===== src/rtl/mode_dispatch_fsm_pkg.sv =====
// Shared definitions for the matrix calculator control path.
// Holds the controller state codes, the mode-select switch codes and the
// state width. The dispatch FSM, datapath muxing and the status display all
// import this package, so the state codes below are the ones seen on the
// seven-segment display.
package mode_fsm_pkg;

    localparam int STATE_W = 4;
    localparam int MODE_W  = 3;

    typedef enum logic [STATE_W-1:0] {
        S_IDLE            = 4'd0,
        S_INPUT_DIM       = 4'd1,
        S_INPUT_DATA      = 4'd2,
        S_GEN_RANDOM      = 4'd3,
        S_BONUS_RUN       = 4'd4,
        S_DISPLAY_WAIT    = 4'd5,
        S_DISPLAY_PRINT   = 4'd6,
        S_CALC_SELECT_OP  = 4'd7,
        S_CALC_SELECT_MAT = 4'd8,
        S_CALC_CHECK      = 4'd9,
        S_CALC_EXEC       = 4'd10,
        S_CALC_DONE       = 4'd11,
        S_CALC_ERROR      = 4'd12
    } state_e;

    localparam logic [MODE_W-1:0] MODE_INPUT   = 3'd0;
    localparam logic [MODE_W-1:0] MODE_RANDOM  = 3'd1;
    localparam logic [MODE_W-1:0] MODE_DISPLAY = 3'd2;
    localparam logic [MODE_W-1:0] MODE_CALC    = 3'd3;
    localparam logic [MODE_W-1:0] MODE_BONUS   = 3'd4;

    // First state of the flow selected by a legal mode code.
    function automatic state_e mode_target(input logic [MODE_W-1:0] mode);
        case (mode)
            MODE_INPUT:   return S_INPUT_DIM;
            MODE_RANDOM:  return S_GEN_RANDOM;
            MODE_DISPLAY: return S_DISPLAY_WAIT;
            MODE_CALC:    return S_CALC_SELECT_OP;
            MODE_BONUS:   return S_BONUS_RUN;
            default:      return S_IDLE;
        endcase
    endfunction

    // States that wait on a sub-module; user-wait states are never timed out.
    function automatic logic wdog_watched(input state_e s);
        case (s)
            S_IDLE, S_CALC_SELECT_OP, S_CALC_SELECT_MAT,
            S_DISPLAY_WAIT, S_CALC_ERROR: return 1'b0;
            default:                      return 1'b1;
        endcase
    endfunction

endpackage


===== src/rtl/mode_dispatch_fsm_if.sv =====
// Control bundle between the dispatch FSM and the rest of the calculator.
//   master : switch/button/sub-module side (drives sw, buttons, sub_done, chk_*)
//   slave  : the dispatch FSM (drives state, enter, sec_left, illegal_mode, aborted)
interface mode_dispatch_fsm_if #(
    parameter int SW_W = 3
);
    logic [SW_W-1:0]                  sw;
    logic                             btn_c;
    logic                             btn_esc;
    logic                             sub_done;
    logic                             chk_ok;
    logic                             chk_bad;
    logic [mode_fsm_pkg::STATE_W-1:0] state;
    logic                             enter;
    logic [3:0]                       sec_left;
    logic                             illegal_mode;
    logic                             aborted;

    modport master (
        output sw, btn_c, btn_esc, sub_done, chk_ok, chk_bad,
        input  state, enter, sec_left, illegal_mode, aborted
    );

    modport slave (
        input  sw, btn_c, btn_esc, sub_done, chk_ok, chk_bad,
        output state, enter, sec_left, illegal_mode, aborted
    );
endinterface


===== src/rtl/mode_dispatch_fsm_countdown.sv =====
// sec_countdown: one-second prescaler plus 4-bit seconds down-counter.
//   clk, rst_n : clock, synchronous active-low reset
//   load       : load count with load_val and clear the prescaler
//   load_val   : seconds to load (0 stops the counter)
//   tick       : prescaler wrap while the counter is non-zero
//   count      : seconds remaining
//   expire     : final second in progress (count == 1); tick && expire is the
//                edge on which the counter reaches zero
module sec_countdown #(
    parameter int CLK_HZ = 100_000_000
) (
    input  logic       clk,
    input  logic       rst_n,
    input  logic       load,
    input  logic [3:0] load_val,
    output logic       tick,
    output logic [3:0] count,
    output logic       expire
);
    localparam int            PW        = (CLK_HZ > 1) ? $clog2(CLK_HZ) : 1;
    localparam logic [PW-1:0] PRESC_MAX = PW'(CLK_HZ - 1);

    logic [PW-1:0] presc_q, presc_d;
    logic [3:0]    count_q, count_d;

    // tick/expire ignore load so the FSM next-state logic, which drives load,
    // never sees a combinational path back through this block.
    assign tick   = (count_q != 4'd0) && (presc_q == PRESC_MAX);
    assign expire = (count_q == 4'd1);
    assign count  = count_q;

    always_comb begin
        presc_d = presc_q;
        count_d = count_q;
        if (load) begin
            presc_d = '0;
            count_d = load_val;
        end else if (count_q != 4'd0) begin
            if (tick) begin
                presc_d = '0;
                count_d = count_q - 4'd1;
            end else begin
                presc_d = presc_q + 1'b1;
            end
        end
    end

    always_ff @(posedge clk) begin
        if (!rst_n) begin
            presc_q <= '0;
            count_q <= '0;
        end else begin
            presc_q <= presc_d;
            count_q <= count_d;
        end
    end
endmodule


===== src/rtl/mode_dispatch_fsm.sv =====
// mode_dispatch_fsm: top-level control FSM of the matrix calculator.
// Decodes the mode switches in IDLE, sequences the input / random / bonus /
// display / calculate flows, runs the error countdown, limits dimension-check
// retries and honours a global escape.
//   clk, rst_n : clock, synchronous active-low reset
//   bus        : mode_dispatch_fsm_if.slave (sw, btn_c, btn_esc, sub_done,
//                chk_ok, chk_bad in; state, enter, sec_left, illegal_mode,
//                aborted out)
// Build option MODE_FSM_WDOG_EN adds a per-state watchdog of WDOG_CYC cycles
// on the sub-module-driven states.
//
// state             | meaning
// IDLE              | waiting for btn_c with a mode code on sw
// INPUT_DIM/DATA    | matrix entry: dimensions, then data
// GEN_RANDOM        | random matrix generation
// BONUS_RUN         | bonus feature running
// DISPLAY_WAIT/PRINT| choose matrix, then print it
// CALC_SELECT_OP    | user picks operation (btn_c confirms)
// CALC_SELECT_MAT   | user picks operands
// CALC_CHECK        | dimension check result pending
// CALC_EXEC/DONE    | operation running / result shown
// CALC_ERROR        | bad dimensions, countdown before reselect
module mode_dispatch_fsm
    import mode_fsm_pkg::*;
#(
    parameter int SW_W      = 3,
    parameter int CLK_HZ    = 100_000_000,
    parameter int ERR_SEC   = 5,
    parameter int MAX_RETRY = 3,
    parameter int WDOG_CYC  = 2**28
) (
    input logic                 clk,
    input logic                 rst_n,
    mode_dispatch_fsm_if.slave  bus
);
    if (ERR_SEC < 1 || ERR_SEC > 15) begin : g_bad_err_sec
        $error("ERR_SEC out of range 1..15");
    end
    if (MAX_RETRY < 1 || MAX_RETRY > 7) begin : g_bad_max_retry
        $error("MAX_RETRY out of range 1..7");
    end
    if (CLK_HZ < 1 || WDOG_CYC < 1) begin : g_bad_cycles
        $error("CLK_HZ and WDOG_CYC must be positive");
    end

    state_e      state_q, state_d;
    logic        enter_q, enter_d;
    logic        illegal_q, illegal_d;
    logic        aborted_q, aborted_d;
    logic [2:0]  retry_q, retry_d;
    logic        abort_set;
    logic        wdog_fire;

    logic [SW_W-1:0] sw_l;
    logic [31:0]     sw_ext;
    logic            mode_legal;

    logic        cd_load;
    logic [3:0]  cd_load_val;
    logic        cd_tick;
    logic [3:0]  cd_count;
    logic        cd_expire;

    assign sw_l       = bus.sw;
    assign sw_ext     = 32'(sw_l);
    // Comparing the zero-extended code also rejects any set upper bit.
    assign mode_legal = (sw_ext <= 32'(MODE_BONUS));

    sec_countdown #(.CLK_HZ(CLK_HZ)) u_countdown (
        .clk      (clk),
        .rst_n    (rst_n),
        .load     (cd_load),
        .load_val (cd_load_val),
        .tick     (cd_tick),
        .count    (cd_count),
        .expire   (cd_expire)
    );

`ifdef MODE_FSM_WDOG_EN
    localparam int WW = $clog2(WDOG_CYC + 1);
    logic [WW-1:0] wdog_q, wdog_d;

    // Fires on the cycle the count would reach WDOG_CYC, so a hung state is
    // left after exactly WDOG_CYC cycles.
    assign wdog_fire = wdog_watched(state_q) && (wdog_q == WW'(WDOG_CYC - 1));

    always_comb begin
        wdog_d = wdog_q + 1'b1;
        if (state_d != state_q || !wdog_watched(state_q)) begin
            wdog_d = '0;
        end
    end

    always_ff @(posedge clk) begin
        if (!rst_n) begin
            wdog_q <= '0;
        end else begin
            wdog_q <= wdog_d;
        end
    end
`else
    assign wdog_fire = 1'b0;
`endif

    always_ff @(posedge clk) begin
        if (!rst_n) begin
            state_q   <= S_IDLE;
            enter_q   <= 1'b0;
            illegal_q <= 1'b0;
            aborted_q <= 1'b0;
            retry_q   <= '0;
        end else begin
            state_q   <= state_d;
            enter_q   <= enter_d;
            illegal_q <= illegal_d;
            aborted_q <= aborted_d;
            retry_q   <= retry_d;
        end
    end

    always_comb begin
        state_d   = state_q;
        retry_d   = retry_q;
        abort_set = 1'b0;
        if (bus.btn_esc && state_q != S_IDLE) begin
            state_d   = S_IDLE;
            abort_set = 1'b1;
        end else if (wdog_fire) begin
            state_d   = S_IDLE;
            abort_set = 1'b1;
        end else begin
            case (state_q)
                S_IDLE:
                    if (bus.btn_c && mode_legal) state_d = mode_target(sw_ext[MODE_W-1:0]);
                S_INPUT_DIM:
                    if (bus.sub_done) state_d = S_INPUT_DATA;
                S_DISPLAY_WAIT:
                    if (bus.sub_done) state_d = S_DISPLAY_PRINT;
                S_INPUT_DATA, S_GEN_RANDOM, S_BONUS_RUN, S_DISPLAY_PRINT, S_CALC_DONE:
                    if (bus.sub_done) state_d = S_IDLE;
                S_CALC_SELECT_OP:
                    if (bus.btn_c) state_d = S_CALC_SELECT_MAT;
                S_CALC_SELECT_MAT:
                    if (bus.sub_done) state_d = S_CALC_CHECK;
                S_CALC_CHECK: begin
                    if (bus.chk_ok) begin
                        state_d = S_CALC_EXEC;
                    end else if (bus.chk_bad) begin
                        retry_d = retry_q + 3'd1;
                        if (retry_d == 3'(MAX_RETRY)) begin
                            state_d   = S_IDLE;
                            abort_set = 1'b1;
                        end else begin
                            state_d = S_CALC_ERROR;
                        end
                    end
                end
                S_CALC_EXEC:
                    if (bus.sub_done) state_d = S_CALC_DONE;
                S_CALC_ERROR: begin
                    if (bus.btn_c) begin
                        state_d = S_CALC_CHECK;
                    end else if (cd_tick && cd_expire) begin
                        state_d = S_CALC_SELECT_MAT;
                    end
                end
                default: state_d = S_IDLE;
            endcase
        end
        if (state_d == S_CALC_SELECT_OP && state_q != S_CALC_SELECT_OP) begin
            retry_d = '0;
        end
    end

    always_comb begin
        cd_load     = 1'b0;
        cd_load_val = 4'd0;
        // Load on entry; reload with zero on any exit so sec_left reads 0
        // outside CALC_ERROR.
        if (state_d == S_CALC_ERROR && state_q != S_CALC_ERROR) begin
            cd_load     = 1'b1;
            cd_load_val = 4'(ERR_SEC);
        end else if (state_q == S_CALC_ERROR && state_d != S_CALC_ERROR) begin
            cd_load     = 1'b1;
        end

        enter_d   = (state_d != state_q);
        illegal_d = (state_q == S_IDLE) && bus.btn_c && !mode_legal;
        aborted_d = aborted_q;
        if (state_q == S_IDLE && bus.btn_c) aborted_d = 1'b0;
        if (abort_set)                       aborted_d = 1'b1;
    end

    assign bus.state        = state_q;
    assign bus.enter        = enter_q;
    assign bus.sec_left     = cd_count;
    assign bus.illegal_mode = illegal_q;
    assign bus.aborted      = aborted_q;
endmodule


===== src/flat_wrapper.sv =====
// flat-port wrapper written by rule: the top's interface ports become plain ports
module mode_dispatch_fsm_flat import mode_fsm_pkg::*;
#(
    parameter int SW_W      = 3,
    parameter int CLK_HZ    = 100_000_000,
    parameter int ERR_SEC   = 5,
    parameter int MAX_RETRY = 3,
    parameter int WDOG_CYC  = 2**28
)
  (clk, rst_n, bus_sw, bus_btn_c, bus_btn_esc, bus_sub_done, bus_chk_ok, bus_chk_bad, bus_state, bus_enter, bus_sec_left, bus_illegal_mode, bus_aborted);
  mode_dispatch_fsm_if #(.SW_W(SW_W)) bus_i ();
  input logic clk;
  input logic rst_n;
  input wire logic [$bits(bus_i.sw)-1:0] bus_sw;
  input wire logic [$bits(bus_i.btn_c)-1:0] bus_btn_c;
  input wire logic [$bits(bus_i.btn_esc)-1:0] bus_btn_esc;
  input wire logic [$bits(bus_i.sub_done)-1:0] bus_sub_done;
  input wire logic [$bits(bus_i.chk_ok)-1:0] bus_chk_ok;
  input wire logic [$bits(bus_i.chk_bad)-1:0] bus_chk_bad;
  output wire logic [$bits(bus_i.state)-1:0] bus_state;
  output wire logic [$bits(bus_i.enter)-1:0] bus_enter;
  output wire logic [$bits(bus_i.sec_left)-1:0] bus_sec_left;
  output wire logic [$bits(bus_i.illegal_mode)-1:0] bus_illegal_mode;
  output wire logic [$bits(bus_i.aborted)-1:0] bus_aborted;
  assign bus_i.sw = bus_sw;
  assign bus_i.btn_c = bus_btn_c;
  assign bus_i.btn_esc = bus_btn_esc;
  assign bus_i.sub_done = bus_sub_done;
  assign bus_i.chk_ok = bus_chk_ok;
  assign bus_i.chk_bad = bus_chk_bad;
  assign bus_state = bus_i.state;
  assign bus_enter = bus_i.enter;
  assign bus_sec_left = bus_i.sec_left;
  assign bus_illegal_mode = bus_i.illegal_mode;
  assign bus_aborted = bus_i.aborted;
  mode_dispatch_fsm #(.SW_W(SW_W), .CLK_HZ(CLK_HZ), .ERR_SEC(ERR_SEC), .MAX_RETRY(MAX_RETRY), .WDOG_CYC(WDOG_CYC)) u_core (.clk(clk), .rst_n(rst_n), .bus(bus_i));
endmodule

===== config.mk =====
export PLATFORM = sky130hd
export DESIGN_NAME = mode_dispatch_fsm_flat
export DESIGN_NICKNAME = d
export VERILOG_FILES = /design/src/rtl/mode_dispatch_fsm_pkg.sv /design/src/rtl/mode_dispatch_fsm_if.sv /design/src/rtl/mode_dispatch_fsm_countdown.sv /design/src/rtl/mode_dispatch_fsm.sv /design/src/flat_wrapper.sv
export SDC_FILE = /design/constraint.sdc
export NUM_CORES = 1
export LEC_CHECK = 0
export BUFFER_PORTS_ARGS = -buffer_cell sky130_fd_sc_hd__buf_2
export CAP_MARGIN = 20
export CORE_ASPECT_RATIO = 1.25
export CORE_MARGIN = 4
export CORE_UTILIZATION = 60
export CTS_CLUSTER_SIZE = 25
export DETAILED_ROUTE_END_ITERATION = 10
export PLACE_DENSITY = 0.83
export REMOVE_ABC_BUFFERS = 1
export SYNTH_ARGS = -nofsm -noshare
export SYNTH_HDL_FRONTEND = slang
export SYNTH_HIERARCHICAL = 1
export SYNTH_SLANG_ARGS = --single-unit

===== constraint.sdc =====
create_clock -name clk -period 4.7 [get_ports clk]
set_input_delay 0.94 -clock clk [delete_from_list [all_inputs] [get_ports clk]]
set_output_delay 0.94 -clock clk [all_outputs]
set_load 0.01 [all_outputs]

==> metrics <==
Worst Tran Pin Value=0.702 ns; std cell rows=26; Die Y=81.5 µm; Fin. Hold Viols=0; TritonRoute pass-1 iters=4; clk_lat worst skew=0.29 ns; Yosys top cell area share=0.316; Peak VDD IR=0.177 mV; die area=5450 µm²; cts bufs inserted=5; Worst EP required=4.92 ns; Residual DRC=0; drt wl/cell=15.6 µm; H-tree depth=2; P per Cell Area=244 nW/µm²; largest net degree at the start of global routing=22; total power=0.680 mW; PostCTS Resize Cnt=0; Yosys top cell by area=dfxtp_1; TritonCTS clock tree=yes; Post-layout nets=346; vias=2454; Critical Path Source Type=flop; pre-CTS WS=0.605 ns; final setup vio count=0; Setup crit end kind=flop; clk buf depth=2; initial core utilization=0.628; Final Wtd Congestion=0.822; Seq/Total Area, Yosys=0.316; share of cells above drive strength 1=0.130; Arr. time, crit path=4.35 ns; Mapped Cells=315; Post-CTS Repair Setup Buffers=0; Vias/cell=6.36; # diodes=0; hold_buf cts=0; DRT iter0 DRCs=174; WL met2=3.15 mm; setup TNS=0 ns; Inst Count DP=378; HPWL after detailed placement=4.43 mm; port bufs=20; dominant cells by area after synthesis=dfxtp_1 32%, a21oi_1 4.1%, nor2_1 3.6%; dominant cell by count in the synthesized netlist=dfxtp_1; clk sink count=41; core area=4130 µm²; Top FF cell, synth=dfxtp_1; Fillers=348; Core Util, Final=0.674; met3 routed WL=244 µm; RSZ-0062 raised after global routing=false; Slew Limit Fails=0; initial antenna violation count=0; ys async rst share=0; Yosys cell types=62; Post-synth EDFFs=0; fin crit period=4.13 ns; Crit Path Category=reg2reg; status=finished, final reports clean; Final WS setup=0.573 ns; period utilization=0.878; CTS root buffer=clkbuf_8; Finished Layout Cells=386; Reg clk slew, reported paths=0.08 ns; most common library cells after synthesis=41 x dfxtp_1, 25 x nor2_1, 24 x nand2_1, 21 x a21oi_1, 14 x inv_1; synthesized area=2590 µm²; worst hold path type=reg2reg; area grow syn2layout=7.43%; R2R depth=16; Hold Crit Depth=2; gr ovfl total=0; total number of yosys warnings=6; Avg Inst Size Synth=8.23 µm²; post-route ant nets=0; WL met1=2.46 mm; worst-path maximum fanout=16; first-pass GRT wire length=10.0 mm; Tot GR Track Use=0.234; flops & latches, synth=41; max cap viols=0; Rel. slew slack=0.531; vias in the first global route=2344; max layer used=met4; Ports=21; Max Freq=0.242 GHz; Fin Clk Skew=0.00571 ns; static leakage power=0.989 nW; die width=66.8 µm; Detailed Route WL=6.02 mm
==> stage by stage <==
stage                     hold slack (ns)  instance area [µm²]
after global routing                0.540                 2790
final                               0.502                 2790
after CTS                           0.501                 2790
after global placement              0.481                 2690
after detailed placement            0.491                 2690
after floorplan                     0.458                 2500
==> worst paths after layout <==
path / startpoint / to / slack (ns)
setup / recovery: u_core/u_countdown/count[0] / u_core/u_countdown/presc_q[20] / 0.57
hold reg to reg: u_core/u_countdown/presc_q[22] / u_core/u_countdown/presc_q[22] / 0.50
setup reg to reg: u_core/u_countdown/count[0] / u_core/u_countdown/presc_q[20] / 0.57
hold / removal: u_core/u_countdown/presc_q[22] / u_core/u_countdown/presc_q[22] / 0.50
==> worst max-delay path: stages (launching register included) <==
cell	delay, ns
dfxtp_1	0.41
inv_1	0.10
ha_1	0.21
nor3b_2	0.20
or4_1	0.80
nor2_1	0.18
a21oi_1	0.08
a22oi_1	0.20
o211ai_2	0.13
a41oi_2	0.30
and4bb_2	0.27
ha_1	0.27
inv_1	0.09
inv_1	0.10
nand2_1	0.14
or4_1	0.49
o21ai_1	0.09
==> kinds of logic (layout without fill, tap and decap cells) <==
kind of cell | after synthesis | after routing | share of synthesized area
XOR/XNOR | 12 | 12 | 0.0405
buffers and inverters | 30 | 44 | 0.0579
other | 1 | 2 | 0.00145
AND/OR/NAND/NOR | 143 | 143 | 0.326
adder cells (fa/ha/maj) | 7 | 7 | 0.0338
AO/OA/AOI/OAI | 79 | 79 | 0.216
multiplexers | 2 | 2 | 0.00820
flip-flops | 41 | 41 | 0.316
==> metal layers <==
layer	track usage	up-vias
li1	-	1212
met1	0.250	1155
met2	0.436	68
met3	0.0465	19
met4	0.110	0
met5	0	-
==> flip-flops by register name, summed over array words and instances, names as in the netlist <==
name and flops:
u_core/u_countdown/presc_q 27, u_core/bus.illegal_mode 1, u_core/bus.aborted 1, u_core/u_countdown/count 4
u_core/bus.state 4, u_core/retry_q 3, u_core/bus.enter 1
==> layout by cell type, fill, tap and decap left out, types with 3 or more instances in the layout <==
master,count
and4_1,5
o211ai_1,5
nand3_1,9
nand2b_1,8
dfxtp_1,41
buf_2,20
and2_1,3
a21oi_1,21
and3_1,3
or3_1,8
o31a_1,5
inv_1,14
o22ai_1,3
o21ai_0,13
or4_1,10
xnor2_1,3
nor2_1,25
clkbuf_8,7
xor2_1,9
nand2_1,24
ha_1,7
o21a_1,4
o31ai_1,9
nor4_1,6
nor3b_1,3
nand4_1,11
nor3_1,7
==> area by class of cell <==
class | instances | area, µm² | share of cell area
clock buffer | 7 | 96.3 | 0.0346
clock inverter | 1 | 5.00 | 0.00180
inverter | 14 | 52.6 | 0.0189
multi-input combinational | 245 | 1630 | 0.584
sequential | 41 | 821 | 0.295
tap | 56 | 70.1 | 0.0251
timing repair buffer | 22 | 115 | 0.0413
==> where the power goes <==
part | internal (mW) | switching (mW) | total [mW]
Combinational | 0.0269 | 0.0390 | 0.0659
Clock | 0.133 | 0.119 | 0.251
Sequential | 0.351 | 0.0108 | 0.362
Note: power is estimated with default switching activity, not from simulation.
